## src/rtl/button_conditioner.sv

```systemverilog
// Four-channel button conditioner: 2-flop synchronizer, counter debounce,
// rising-level press strobe and a sticky pending flag cleared by acknowledge.
module button_conditioner #(
    parameter int unsigned DB_LIMIT = 250000,
    parameter int unsigned CNT_W    = 18
) (
    input  logic       clk0,
    input  logic       rst_n,
    input  logic [3:0] btn_raw,
    output logic [3:0] btn_level,
    output logic [3:0] btn_pulse,
    output logic [3:0] btn_pend,
    input  logic [3:0] btn_ack
);

    localparam logic [CNT_W-1:0] CNT_LAST = CNT_W'(DB_LIMIT - 1);

    logic [3:0]       s1_q, s2_q;
    logic [3:0]       level_q, level_d;
    logic [3:0]       pulse_q, pulse_d;
    logic [3:0]       pend_q, pend_d;
    logic [CNT_W-1:0] cnt_q [4];
    logic [CNT_W-1:0] cnt_d [4];

    always_comb begin
        level_d = level_q;
        pulse_d = '0;
        pend_d  = '0;
        for (int unsigned i = 0; i < 4; i++) begin
            cnt_d[i] = '0;
            if (s2_q[i] != level_q[i]) begin
                if (cnt_q[i] == CNT_LAST) begin
                    level_d[i] = s2_q[i];
                    // Strobe only on a rising debounced level; release is silent.
                    pulse_d[i] = s2_q[i];
                end else begin
                    cnt_d[i] = cnt_q[i] + CNT_W'(1);
                end
            end
            // A new press beats a coincident acknowledge.
            pend_d[i] = pulse_d[i] | (pend_q[i] & ~btn_ack[i]);
        end
    end

    always_ff @(posedge clk0 or negedge rst_n) begin
        if (!rst_n) begin
            s1_q    <= '0;
            s2_q    <= '0;
            level_q <= '0;
            pulse_q <= '0;
            pend_q  <= '0;
            for (int unsigned i = 0; i < 4; i++) begin
                cnt_q[i] <= '0;
            end
        end else begin
            s1_q    <= btn_raw;
            s2_q    <= s1_q;
            level_q <= level_d;
            pulse_q <= pulse_d;
            pend_q  <= pend_d;
            for (int unsigned i = 0; i < 4; i++) begin
                cnt_q[i] <= cnt_d[i];
            end
        end
    end

    assign btn_level = level_q;
    assign btn_pulse = pulse_q;
    assign btn_pend  = pend_q;

endmodule
```

## config.mk

```make
export PLATFORM = sky130hd
export DESIGN_NAME = button_conditioner
export DESIGN_NICKNAME = d
export VERILOG_FILES = /design/src/rtl/button_conditioner.sv
export SDC_FILE = /design/constraint.sdc
export NUM_CORES = 1
export LEC_CHECK = 0
export BUFFER_PORTS_ARGS = -buffer_cell sky130_fd_sc_hd__buf_2
export CORE_ASPECT_RATIO = 0.7
export CORE_MARGIN = 2
export CORE_UTILIZATION = 45
export DETAILED_ROUTE_END_ITERATION = 10
export SETUP_SLACK_MARGIN = 0.5
export SLEW_MARGIN = 40
export SYNTH_ARGS = -nofsm -noshare
export SYNTH_HDL_FRONTEND = slang
export SYNTH_SLANG_ARGS = --single-unit
```

## constraint.sdc

```tcl
create_clock -name clk0 -period 2 [get_ports clk0]
set_input_delay 0.2 -clock clk0 [delete_from_list [all_inputs] [get_ports clk0]]
set_output_delay 0.2 -clock clk0 [all_outputs]
set_load 0.02 [all_outputs]
```

==> results.tsv <==
stage	metric	value	unit
outcome	outcome	finished, violations left	
outcome	violations	setup timing	
worst_setup_path	crit_path_top_delay_cell	or4_4	
place	io_buffers	21	
sta	tightest_slew	532	ps
yosys	synthSimpleGateAreaFrac	26.0	%
layout	layout_common_cells	dfrtp_1, buf_4, nor2_1	
sta	final_max_slew_viol_count	0	
routing	wl	9590	um
layout	area_growth	35.8	%
yosys	ys.flop_type	dfrtp_1	
grt	grt-ovfl-total	0	
die	die-area	10400	um^2
grt	grt_usage	19.4	%
sta	skew	8.67	ps
routing	first_pass_iters	4	
yosys	synthDistinctLibCells	48	
sta	setup_viol	18	
worst_setup_path	arrival	2310	ps
worst_setup_path	r2r-start	cnt_q[47]$_DFF_PN0_	
hold_path	hp-class	input pin to flip-flop	
yosys	synth_edf_count	0	
worst_setup_path	path_class	flip-flop to flip-flop	
routing	drt_iter0_drc	154	
worst_setup_path	rrSetupSlack	-80	ps
sta	rsz0062_at_grt	yes	
grt	grt_max_degree	34	
yosys	ys_seq_area_share	53.3	%
hold_path	min_path_cells	2	
yosys	synth_nets	426	
layout	diodes	0	
power_and_ir_drop	ir_drop	0.000510	V
place	place_ws	-95.6	ps
routing	wl_per_cell	15.3	um
power_and_ir_drop	power_density	656	nW/um^2
layout	nets	513	
worst_setup_path	critPathLaunch	cnt_q[47]$_DFF_PN0_	
power_and_ir_drop	leakage	2.42	nW
clocking	clk-insertion-delay-late	340	ps
yosys	syn_area_per_cell	10.5	um^2
yosys	yosys_warnings	0	
place	post-dp-hpwl	6080	um
sta	fin_crit	2080	ps
grt	grt_pass1_wl	15700	um
sta	hold_viol_final	0	
worst_setup_path	startpoint_type	flip-flop	
flow_run	cap_violations	0	
clocking	cts-root-buf	clkbuf_16	
worst_setup_path	required	2230	ps
die	num_rows	29	
sta	fmax	0.480	GHz
yosys	synth_area	4320	um^2
hold_path	hold_path_end	btn_pend[0]$_DFF_PN0_	
die	die_y	86.0	um
worst_setup_path	cp-end-kind	flip-flop	
hold_path	hold_start	btn_ack[0]	
routing	drcViolationCount	0	
layout	final_common_cell	dfrtp_1	
die	core	9180	um^2
worst_setup_path	reg2reg_depth	4	
clocking	h-tree-depth	3	
clocking	cts_buffer_depth	2	
yosys	synth_adder_area_share	1.16	%
layout	layout-drive-gt1-share	35.1	%
clocking	tritoncts	done	
worst_setup_path	r2r-end	btn_level[1]$_DFFE_PN0P_	
worst_setup_path	crit_chain	or4_1, or4_4, or2_4, mux2_4	
clocking	path_clk_slew	60	ps
die	start_util	47.0	%
clocking	cts_buffers	9	
yosys	synthXorXnorAreaFrac	12.2	%
worst_setup_path	crit_path_max_fanout	3	
worst_setup_path	crit_family	simple AND/OR/NAND/NOR gates	
routing	vias_per_cell	5.40	
yosys	synth_mux_area_share	1.13	%
yosys	syn_inst	412	
yosys	synth_top_family_by_area	simple AND/OR/NAND/NOR gates	
yosys	synth-compound-area-share	4.06	%
place	place_inst	582	
layout	fillerInstances	723	
die	dieWidth	121	um
place	place_congestion	0.825	
worst_setup_path	critPathMaxStageDelay	540	ps
sta	postLayoutSetupSlackWorst	-82.6	ps
die	io_pins	22	
sta	period_share	104	%
sta	max_slew_margin	64.3	%
routing	ant_nets	0	
yosys	ys_ff_latch	92	
yosys	ys_async_sr_fraction	100	%
grt	grt_pass1_vias	3241	
routing	vias	3389	
worst_setup_path	cp_num_buf_inv	0	
clocking	cts_sinks	92	
worst_setup_path	cp.depth	4	
layout	instances_no_fill	628	
grt	grt_antenna_before_repair	0	
[stage by stage]
stage	total power [mW]	utilization, %	area [um^2]	hold WS (ps)	setup TNS [ps]
6_report	3.85	63.9	5860	43.3	-1120
5_1_grt	4.01	63.9	5860	41.3	-2850
4_1_cts	3.86	61.4	5640	32.3	-723
3_5_place_dp	2.09	53.2	4880	175	-95.6
3_3_place_gp	2.09	53.2	4880	177	-103
2_1_floorplan	2.00	-	4410	-95.6	-351
[worst max path at each step]
stage / endpoint / slack, ps
after CTS: btn_level[1]$_DFFE_PN0P_ / -80
after global routing: cnt_q[51]$_DFF_PN0_ / -130
final: btn_level[1]$_DFFE_PN0P_ / -80
after detailed placement: btn_level[1]$_DFFE_PN0P_ / -100
after floorplan: btn_level[1]$_DFFE_PN0P_ / -100
after global placement: btn_level[1]$_DFFE_PN0P_ / -100
[repair_timing]
item,4_1_cts,5_1_grt
pin swaps,14,11
hold buffers,5,0
hold endpoints to repair,34,0
resized for setup,68,42
cloned,1,1
buffers inserted,16,7
endpoints found under the setup margin,81,83
[metal layers]
metal	vias up	wire, um	track usage, %
met2	56	4410	29.1
met5	-	0	0
met4	0	141	5.50
met3	13	353	4.99
met1	1687	4680	27.8
li1	1633	-	-
[area by class of cell]
cell class                 count  area (um^2)  share of cell area, %
clock buffer                  11          243                   4.14
clock inverter                 5         58.8                   1.00
inverter                      11         41.3                  0.704
multi-input combinational    299         2350                   40.1
sequential                    92         2300                   39.3
tap                          124          155                   2.65
timing repair buffer          86          714                   12.2
[registers in the layout, summed over array words and instances (netlist names)]
name and cells:
cnt_q 72, btn_level 4, btn_pulse 4, btn_pend 4, s1_q 4, s2_q 4
[kinds of logic after synthesis]
family	count (synthesis)
fa+ha+maj	4
flops	92
mux	4
buf+inv	21
compound gates	24
xor+xnor	60
simple gates	207
[synthesized netlist by cell type, types with 2 or more instances]
library cell,number,area (um^2)
ha_1,4,50.1
and3_1,7,43.8
xnor2_1,30,263
a21oi_1,6,30.0
o21ba_2,2,20.0
or3_1,2,12.5
xor2_1,30,263
nand4_1,28,175
or4_4,2,22.5
clkbuf_1,6,22.5
o21ai_2,2,17.5
and4_1,12,105
a31o_2,2,17.5
nand2b_1,6,37.5
and2_1,2,12.5
nor2_1,71,267
o22ai_1,4,25.0
or4_1,5,37.5
nor4b_1,2,17.5
mux2_2,3,33.8
nor3_1,12,60.1
nand3_1,21,105
inv_1,11,41.3
nor4_1,12,75.1
dfrtp_1,92,2300
or4b_2,2,20.0
or4b_1,2,20.0
o31ai_1,2,15.0
nand2_1,13,48.8
[where the power goes]
part,total [mW],switching (mW),internal (mW),leakage (nW)
clock,1.71,0.708,1.00,0.142
sequential,1.92,0.0272,1.89,1.26
combinational,0.219,0.119,0.100,1.02
total,3.85,0.855,2.99,2.42
Power figures use the tool's default switching activity.
